`config.mk`:
```
export PLATFORM = sky130hd
export DESIGN_NAME = ex_mc
export DESIGN_NICKNAME = d
export VERILOG_FILES = /design/src/rtl/ex_mc.sv
export SDC_FILE = /design/constraint.sdc
export NUM_CORES = 2
export LEC_CHECK = 0
export ABC_AREA = 1
export BUFFER_PORTS_ARGS = -buffer_cell sky130_fd_sc_hd__buf_2
export CAP_MARGIN = 25
export CORE_AREA = 5 5 371 446
export DETAILED_ROUTE_END_ITERATION = 6
export DIE_AREA = 0 0 376 451
export SYNTH_ARGS = -nofsm -noshare
export SYNTH_HDL_FRONTEND = slang
export SYNTH_SLANG_ARGS = --single-unit
```
`constraint.sdc`:
```
create_clock -name vclk -period 11.5
set_input_delay 1.15 -clock vclk [all_inputs]
set_output_delay 1.15 -clock vclk [all_outputs]
set_load 0.03 [all_outputs]
```
`src/rtl/ex_mc.sv`:
```
// ex_mc: MIPS32 execute stage with logic, shift, add/sub, multiply and divide.
// Define EX_DIV_EN to build the iterative radix-2 divider.
module ex_mc #(
  parameter int WIDTH = 32
) (
  input  logic             clk,
  input  logic             rst,
  input  logic             flush_i,
  input  logic [7:0]       aluop_i,
  input  logic [2:0]       alusel_i,
  input  logic [WIDTH-1:0] reg1_i,
  input  logic [WIDTH-1:0] reg2_i,
  input  logic [4:0]       wd_i,
  input  logic             wreg_i,
  output logic [4:0]       wd_o,
  output logic             wreg_o,
  output logic [WIDTH-1:0] wdata_o,
  output logic             whilo_o,
  output logic [WIDTH-1:0] hi_o,
  output logic [WIDTH-1:0] lo_o,
  output logic             stallreq_o
);

  localparam int SW  = $clog2(WIDTH);
  localparam int MSB = WIDTH - 1;

  localparam logic [7:0] OP_AND   = 8'b0010_0100;
  localparam logic [7:0] OP_OR    = 8'b0010_0101;
  localparam logic [7:0] OP_XOR   = 8'b0010_0110;
  localparam logic [7:0] OP_NOR   = 8'b0010_0111;
  localparam logic [7:0] OP_SLL   = 8'b0111_1100;
  localparam logic [7:0] OP_SRL   = 8'b0000_0010;
  localparam logic [7:0] OP_SRA   = 8'b0000_0011;
  localparam logic [7:0] OP_ADD   = 8'b0010_0000;
  localparam logic [7:0] OP_ADDU  = 8'b0010_0001;
  localparam logic [7:0] OP_SUB   = 8'b0010_0010;
  localparam logic [7:0] OP_SUBU  = 8'b0010_0011;
  localparam logic [7:0] OP_SLT   = 8'b0010_1010;
  localparam logic [7:0] OP_SLTU  = 8'b0010_1011;
  localparam logic [7:0] OP_MULT  = 8'b0001_1000;
  localparam logic [7:0] OP_MULTU = 8'b0001_1001;
`ifdef EX_DIV_EN
  localparam logic [7:0] OP_DIV   = 8'b0001_1010;
  localparam logic [7:0] OP_DIVU  = 8'b0001_1011;
`endif

  localparam logic [2:0] SEL_LOGIC = 3'b001;
  localparam logic [2:0] SEL_SHIFT = 3'b010;
  localparam logic [2:0] SEL_ARITH = 3'b100;

  logic [WIDTH-1:0] logic_res;
  logic [WIDTH-1:0] shift_res;
  logic [WIDTH-1:0] arith_res;
  logic [SW-1:0]    shamt;

  always_comb begin
    logic_res = '0;
    case (aluop_i)
      OP_AND:  logic_res = reg1_i & reg2_i;
      OP_OR:   logic_res = reg1_i | reg2_i;
      OP_XOR:  logic_res = reg1_i ^ reg2_i;
      OP_NOR:  logic_res = ~(reg1_i | reg2_i);
      default: logic_res = '0;
    endcase
  end

  assign shamt = reg1_i[SW-1:0];

  always_comb begin
    shift_res = '0;
    case (aluop_i)
      OP_SLL:  shift_res = reg2_i << shamt;
      OP_SRL:  shift_res = reg2_i >> shamt;
      OP_SRA:  shift_res = $signed(reg2_i) >>> shamt;
      default: shift_res = '0;
    endcase
  end

  logic             is_sub;
  logic [WIDTH-1:0] opb;
  logic [WIDTH-1:0] sum;
  logic             ovf;
  logic             trap;

  assign is_sub = (aluop_i == OP_SUB) || (aluop_i == OP_SUBU);
  assign opb    = is_sub ? ~reg2_i : reg2_i;
  assign sum    = reg1_i + opb + WIDTH'(is_sub);
  // same-sign operands producing a flipped sign
  assign ovf    = (reg1_i[MSB] == opb[MSB]) && (sum[MSB] != reg1_i[MSB]);
  assign trap   = ovf && ((aluop_i == OP_ADD) || (aluop_i == OP_SUB));

  always_comb begin
    arith_res = '0;
    case (aluop_i)
      OP_ADD, OP_ADDU, OP_SUB, OP_SUBU:
        arith_res = sum;
      OP_SLT:
        arith_res = {{(WIDTH-1){1'b0}}, $signed(reg1_i) < $signed(reg2_i)};
      OP_SLTU:
        arith_res = {{(WIDTH-1){1'b0}}, reg1_i < reg2_i};
      default:
        arith_res = '0;
    endcase
  end

  logic                 is_mult;
  logic                 mul_en;
  logic [2*WIDTH-1:0]   mul_a;
  logic [2*WIDTH-1:0]   mul_b;
  logic [2*WIDTH-1:0]   prod;

  assign is_mult = aluop_i == OP_MULT;
  assign mul_en  = is_mult || (aluop_i == OP_MULTU);
  assign mul_a   = {{WIDTH{is_mult & reg1_i[MSB]}}, reg1_i};
  assign mul_b   = {{WIDTH{is_mult & reg2_i[MSB]}}, reg2_i};
  assign prod    = mul_a * mul_b;

`ifdef EX_DIV_EN
  typedef enum logic [1:0] {IDLE, RUN, DONE} state_t;

  state_t           state, state_nx;
  logic [SW-1:0]    cnt, cnt_nx;
  logic [WIDTH-1:0] rem, rem_nx;
  logic [WIDTH-1:0] quo, quo_nx;
  logic [WIDTH-1:0] dvs, dvs_nx;
  logic             neg_q, neg_q_nx;
  logic             neg_r, neg_r_nx;
  logic             is_div;
  logic             sgn_div;
  logic             div_stall;
  logic             div_done;
  logic [WIDTH:0]   shl;
  logic [WIDTH-1:0] diff;
  logic             fits;
  logic [WIDTH-1:0] div_hi;
  logic [WIDTH-1:0] div_lo;

  assign sgn_div = aluop_i == OP_DIV;
  assign is_div  = sgn_div || (aluop_i == OP_DIVU);
  assign shl     = {rem, quo[MSB]};
  assign fits    = shl >= {1'b0, dvs};
  assign diff    = shl[WIDTH-1:0] - dvs;
  assign div_hi  = neg_r ? -rem : rem;
  assign div_lo  = neg_q ? -quo : quo;

  always_ff @(posedge clk) begin
    if (!rst) begin
      state <= IDLE;
      cnt   <= '0;
      rem   <= '0;
      quo   <= '0;
      dvs   <= '0;
      neg_q <= 1'b0;
      neg_r <= 1'b0;
    end else begin
      state <= state_nx;
      cnt   <= cnt_nx;
      rem   <= rem_nx;
      quo   <= quo_nx;
      dvs   <= dvs_nx;
      neg_q <= neg_q_nx;
      neg_r <= neg_r_nx;
    end
  end

  always_comb begin
    state_nx  = state;
    cnt_nx    = cnt;
    rem_nx    = rem;
    quo_nx    = quo;
    dvs_nx    = dvs;
    neg_q_nx  = neg_q;
    neg_r_nx  = neg_r;
    div_stall = 1'b0;
    div_done  = 1'b0;
    unique case (state)
      IDLE: begin
        if (is_div && !flush_i) begin
          div_stall = 1'b1;
          cnt_nx    = '0;
          if (reg2_i == '0) begin
            quo_nx   = '1;
            rem_nx   = reg1_i;
            neg_q_nx = 1'b0;
            neg_r_nx = 1'b0;
            state_nx = DONE;
          end else begin
            neg_q_nx = sgn_div & (reg1_i[MSB] ^ reg2_i[MSB]);
            neg_r_nx = sgn_div & reg1_i[MSB];
            quo_nx   = (sgn_div && reg1_i[MSB]) ? -reg1_i : reg1_i;
            dvs_nx   = (sgn_div && reg2_i[MSB]) ? -reg2_i : reg2_i;
            rem_nx   = '0;
            state_nx = RUN;
          end
        end
      end
      RUN: begin
        div_stall = 1'b1;
        cnt_nx    = cnt + 1'b1;
        // quotient bits shift in from the right as dividend bits shift out
        if (fits) begin
          rem_nx = diff;
          quo_nx = {quo[WIDTH-2:0], 1'b1};
        end else begin
          rem_nx = shl[WIDTH-1:0];
          quo_nx = {quo[WIDTH-2:0], 1'b0};
        end
        if (cnt == SW'(WIDTH - 1)) state_nx = DONE;
      end
      DONE: begin
        div_done = 1'b1;
        state_nx = IDLE;
      end
      default: state_nx = IDLE;
    endcase
    if (flush_i) begin
      state_nx  = IDLE;
      div_stall = 1'b0;
      div_done  = 1'b0;
    end
  end
`else
  logic unused_clk;
  assign unused_clk = clk;
`endif

  always_comb begin
    wd_o       = '0;
    wreg_o     = 1'b0;
    wdata_o    = '0;
    whilo_o    = 1'b0;
    hi_o       = '0;
    lo_o       = '0;
    stallreq_o = 1'b0;
    if (rst) begin
      wd_o   = wd_i;
      wreg_o = wreg_i & ~trap;
      unique case (alusel_i)
        SEL_LOGIC: wdata_o = logic_res;
        SEL_SHIFT: wdata_o = shift_res;
        SEL_ARITH: wdata_o = arith_res;
        default:   wdata_o = '0;
      endcase
      if (mul_en) begin
        whilo_o = 1'b1;
        hi_o    = prod[2*WIDTH-1:WIDTH];
        lo_o    = prod[WIDTH-1:0];
      end
`ifdef EX_DIV_EN
      stallreq_o = div_stall;
      if (div_done) begin
        whilo_o = 1'b1;
        hi_o    = div_hi;
        lo_o    = div_lo;
      end
`endif
      if (flush_i) begin
        whilo_o    = 1'b0;
        stallreq_o = 1'b0;
      end
    end
  end

endmodule

```
# After elaboration in Yosys (flattened, before gate mapping)
# Index checks and enable logic that the tools add are counted.
# word_totals
ff_bits	0
latch_bits	0
mem_bits_rw	0
romBits	0
in_bits	84
out_inout_bits	104
memories	0
# classes
add_sub_neg	2
mul	1
n_div	0
magnitude_cmp	2
eq_ne	20
n_shift	3
muxes	15
bitwise_logic	9
reduce_logical	6
# op_table
operator	count
32-bit case mux with 3 select lines	3
32-bit 2-to-1 mux	6
32-bit case mux with 4 select lines	1
8-bit by 6-bit equality test with 1-bit output, second input constant	10
32-bit less-than comparator	2
33-bit by 33-bit multiplier with 64-bit output	1
32-bit inverter	2
32-bit by 1-bit adder with 32-bit output	1
32-bit adder	1
32-bit AND	1
32-bit bitwise OR	1
32-bit by 5-bit << shifter with 32-bit output	1
32-bit by 5-bit >> shifter with 32-bit output	1
32-bit by 5-bit >>> shifter with 32-bit output	1
32-bit XOR	1
8-bit by 2-bit equality test with 1-bit output, second input constant	2
8-bit by 5-bit equality test with 1-bit output, second input constant	2
8-bit by 7-bit equality test with 1-bit output, second input constant	1
5-bit 2-to-1 mux	1
1-bit 2-to-1 mux	4
4-bit OR reduction	1
1-bit AND	3
3-bit by 1-bit equality test with 1-bit output, second input constant	1
3-bit by 2-bit equality test with 1-bit output, second input constant	1
other kinds (6)	9

# Depth between registers and ports, before layout
# logic_depth
ltp_word	11
mapped_depth	35
ltp_nobuf	33

# Least setup slack after synthesis
# OpenSTA, ideal clock, no wires.
# synth_path
kind	input -> output
start	in aluop_i[0]
end	out hi_o[31]
arrival_time_ps	8875
required_ps	10350
setup_slack_ps	1475
path_stages	31
cell_sequence	buf_2 clkinv_2 nand4_1 clkbuf_1 buf_1 nor2_1 fa_1 inv_1 fa_1 inv_1 fa_1 inv_1 fa_1 fa_1 inv_1 fa_1 inv_1 fa_1 fa_1 inv_1 ha_1 nand2_1 nor3_1 nand2_1 nor3_1 inv_1 o21ai_0 a21oi_1 nand3_1 nand2_1 nor2_1
# synth_via
elab_chain_len	5
word_cells_on_any_way	8
cone_classes	1 x mul; 2 x eq/ne; 2 x mux; 2 x bitwise; 1 x reduce/logical
# synth_rtl
item	line_no	text
start, declared	9	input logic [7:0] aluop_i,
8-bit by 5-bit equality test with 1-bit output	112	assign is_mult = aluop_i == OP_MULT;
1-bit AND (on tied branches)	114, 115	
33-bit by 33-bit multiplier with 64-bit output	116	assign prod = mul_a * mul_b;
32-bit 2-to-1 mux *	244	if (mul_en) begin
32-bit 2-to-1 mux *	235	if (rst) begin
end, declared	19	output logic [WIDTH-1:0] hi_o,
# Every way passes the cells marked *; elsewhere a longest branch is shown, timed or not.

# Final worst setup path
# Ends and elaborated chain as after synthesis.

==> results.sh <==
export IMPL_outcome="completed"
export IMPL_nFlopsAndLatches=0
export IMPL_io_pins=188
export IMPL_slowest_delay_ns=0.60
export IMPL_crit_type="in -> out"
export IMPL_max_slew_margin_pct=32.5
export IMPL_cp_max_fo=30
export IMPL_drt_iter0_markers=3189
export IMPL_ys_warn_count=0
export IMPL_final_layout_size_suffix_gt1_share_pct=5.46
export IMPL_coreArea_sq_um=160000
export IMPL_cp_start_kind="input pin"
export IMPL_cts_setup_buffers=0
export IMPL_cpMaxStageDelayCell="fa_1"
export IMPL_vias=41753
export IMPL_slew_violations=0
export IMPL_dieHeight_um=451
export IMPL_grt_usage_pct=21.1
export IMPL_syn_nets=8029
export IMPL_grt_pass1_vias=45040
export IMPL_postRouteAntennaNets=0
export IMPL_hold_depth=3
export IMPL_dieArea_sq_um=170000
export IMPL_nets=8001
export IMPL_numPortBuffers=186
export IMPL_critPathRequiredTime_ns=10.35
export IMPL_wire_per_inst_um=20.8
export IMPL_avgSynthCellArea_sq_um=7.38
export IMPL_timing_critical_path_mode_cell="fa_1"
export IMPL_drt_total_wl_um=179000
export IMPL_max_freq_mhz=93.7
export IMPL_period_share_pct=92.8
export IMPL_rsz0062_at_grt="false"
export IMPL_post_cts_resized=0
export IMPL_min_delay_start="flush_i"
export IMPL_synthCells=6481
export IMPL_syn2layout_area_growth_pct=6.92
export IMPL_die_w_um=376
export IMPL_placement_rows=161
export IMPL_regArea_sq_um=0
export IMPL_hold_path_end="whilo_o"
export IMPL_ctsHoldBuffers=0
export IMPL_endpoint_kind="output port"
export IMPL_whs_ns=2.57
export IMPL_grt_ovfl_total=0
export IMPL_fin_crit_ns=10.67
export IMPL_cp_data_arrival_time_ns=9.52
export IMPL_first_pass_iters=5
export IMPL_grt_max_degree=65
export IMPL_hpwl_um=154000
export IMPL_antenna_found_initial=5
export IMPL_setup_viol=0
export IMPL_fin_setup_tns_ns=0
export IMPL_worstHoldPathType="in -> out"
export IMPL_globalplace_congestion=0.972
export IMPL_tightestPinTransition_ns=1.01
export IMPL_grt_first_pass_wirelength_um=275000
export IMPL_nClkBuffers=0
export IMPL_vias_per_cell=4.87
export IMPL_max_cap_viol_count=0
export IMPL_initial_core_util_pct=29.9
export IMPL_synth_cell_types=56
export IMPL_yosysSeqAreaShare_pct=0
export IMPL_syn_area_sq_um=47800
export IMPL_final_hold_viol_count=0
export IMPL_drc=0
[worst max-delay path, delay by kind of cell]
family	cells	cell delay [ns]
AND/OR/NAND/NOR	9	1.36
buffers and inverters	12	1.82
adder cells (fa/ha/maj)	9	4.81
AO/OA/AOI/OAI	2	0.27
[how the worst max path moves through the flow]
stage	endpoint	depth (start not counted)	slack [ns]	start
floorplan	hi_o[31]	31	1.48	aluop_i[0]
global placement	hi_o[31]	28	0.69	aluop_i[5]
detailed placement	hi_o[31]	28	0.70	aluop_i[5]
CTS	hi_o[31]	28	0.66	aluop_i[5]
global route	hi_o[31]	32	0.40	aluop_i[0]
finish	hi_o[31]	32	0.83	aluop_i[0]
[area by class of cell]
type	instances	area, sq um
Antenna cell	8	20.0
Fill cell	17310	109000
Tap cell	2119	2650
Timing Repair Buffer	298	1900
Inverter	1777	6670
Multi-Input combinational cell	4376	39900
[Yosys cell counts (all sizes together), types with 29 or more instances]
library cell	number	share of area, %
fa	1126	47
o21ai	287	3.0
nor3	29	0.33
inv	1772	14
nor2	317	2.6
nand2	1599	13
a21o	31	0.49
a21oi	241	2.5
ha	338	8.8
buf	63	0.63
xor2	42	0.77
clkbuf	265	2.1
nand3	128	1.3
[routing by layer]
layer / up-vias / share of wire [%] / global-route usage (%)
met5: - / 0.0073 / 0
met4: 2 / 6.1 / 10.1
met3: 360 / 7.2 / 3.58
met2: 1478 / 48 / 35.6
met1: 21162 / 39 / 26.2
li1: 18751 / - / -
[metrics by stage]
step	worst slack, ns	cells	instance area, sq um	util [%]
2_1_floorplan	1.48	6481	47800	-
3_3_place_gp	0.693	8569	51100	31.9
3_5_place_dp	0.696	8570	51100	31.9
4_1_cts	0.656	8570	51100	31.9
5_1_grt	0.400	8572	51100	31.9
6_report	0.825	8578	51100	31.9
[cell usage in the layout (no fill, tap or decap), drive strengths merged, types with 3 or more instances in the layout]
master / n
nor3: 29
o21bai: 16
a21boi: 5
o22ai: 21
a21o: 31
buf: 298
mux2i: 10
a31oi: 19
nor2: 317
and2: 5
diode: 8
nor4: 4
a211oi: 3
a22o: 4
xnor2: 14
a21oi: 241
xor2: 42
o21a: 19
inv: 1772
nand3: 128
or2: 20
clkinv: 5
nand3b: 3
o2111ai: 15
fa: 1126
o21ai: 287
nand2: 1599
nand4: 20
a221oi: 17
ha: 338
o211ai: 24
[cell families after synthesis]
family                   share of synthesized area (%)
AND/OR/NAND/NOR                                   17.6
buffers and inverters                             16.7
adder cells (fa/ha/maj)                           56.0
AO/OA/AOI/OAI                                     8.47
XOR/XNOR                                          1.03
multiplexers                                     0.209
other                                          0.00784
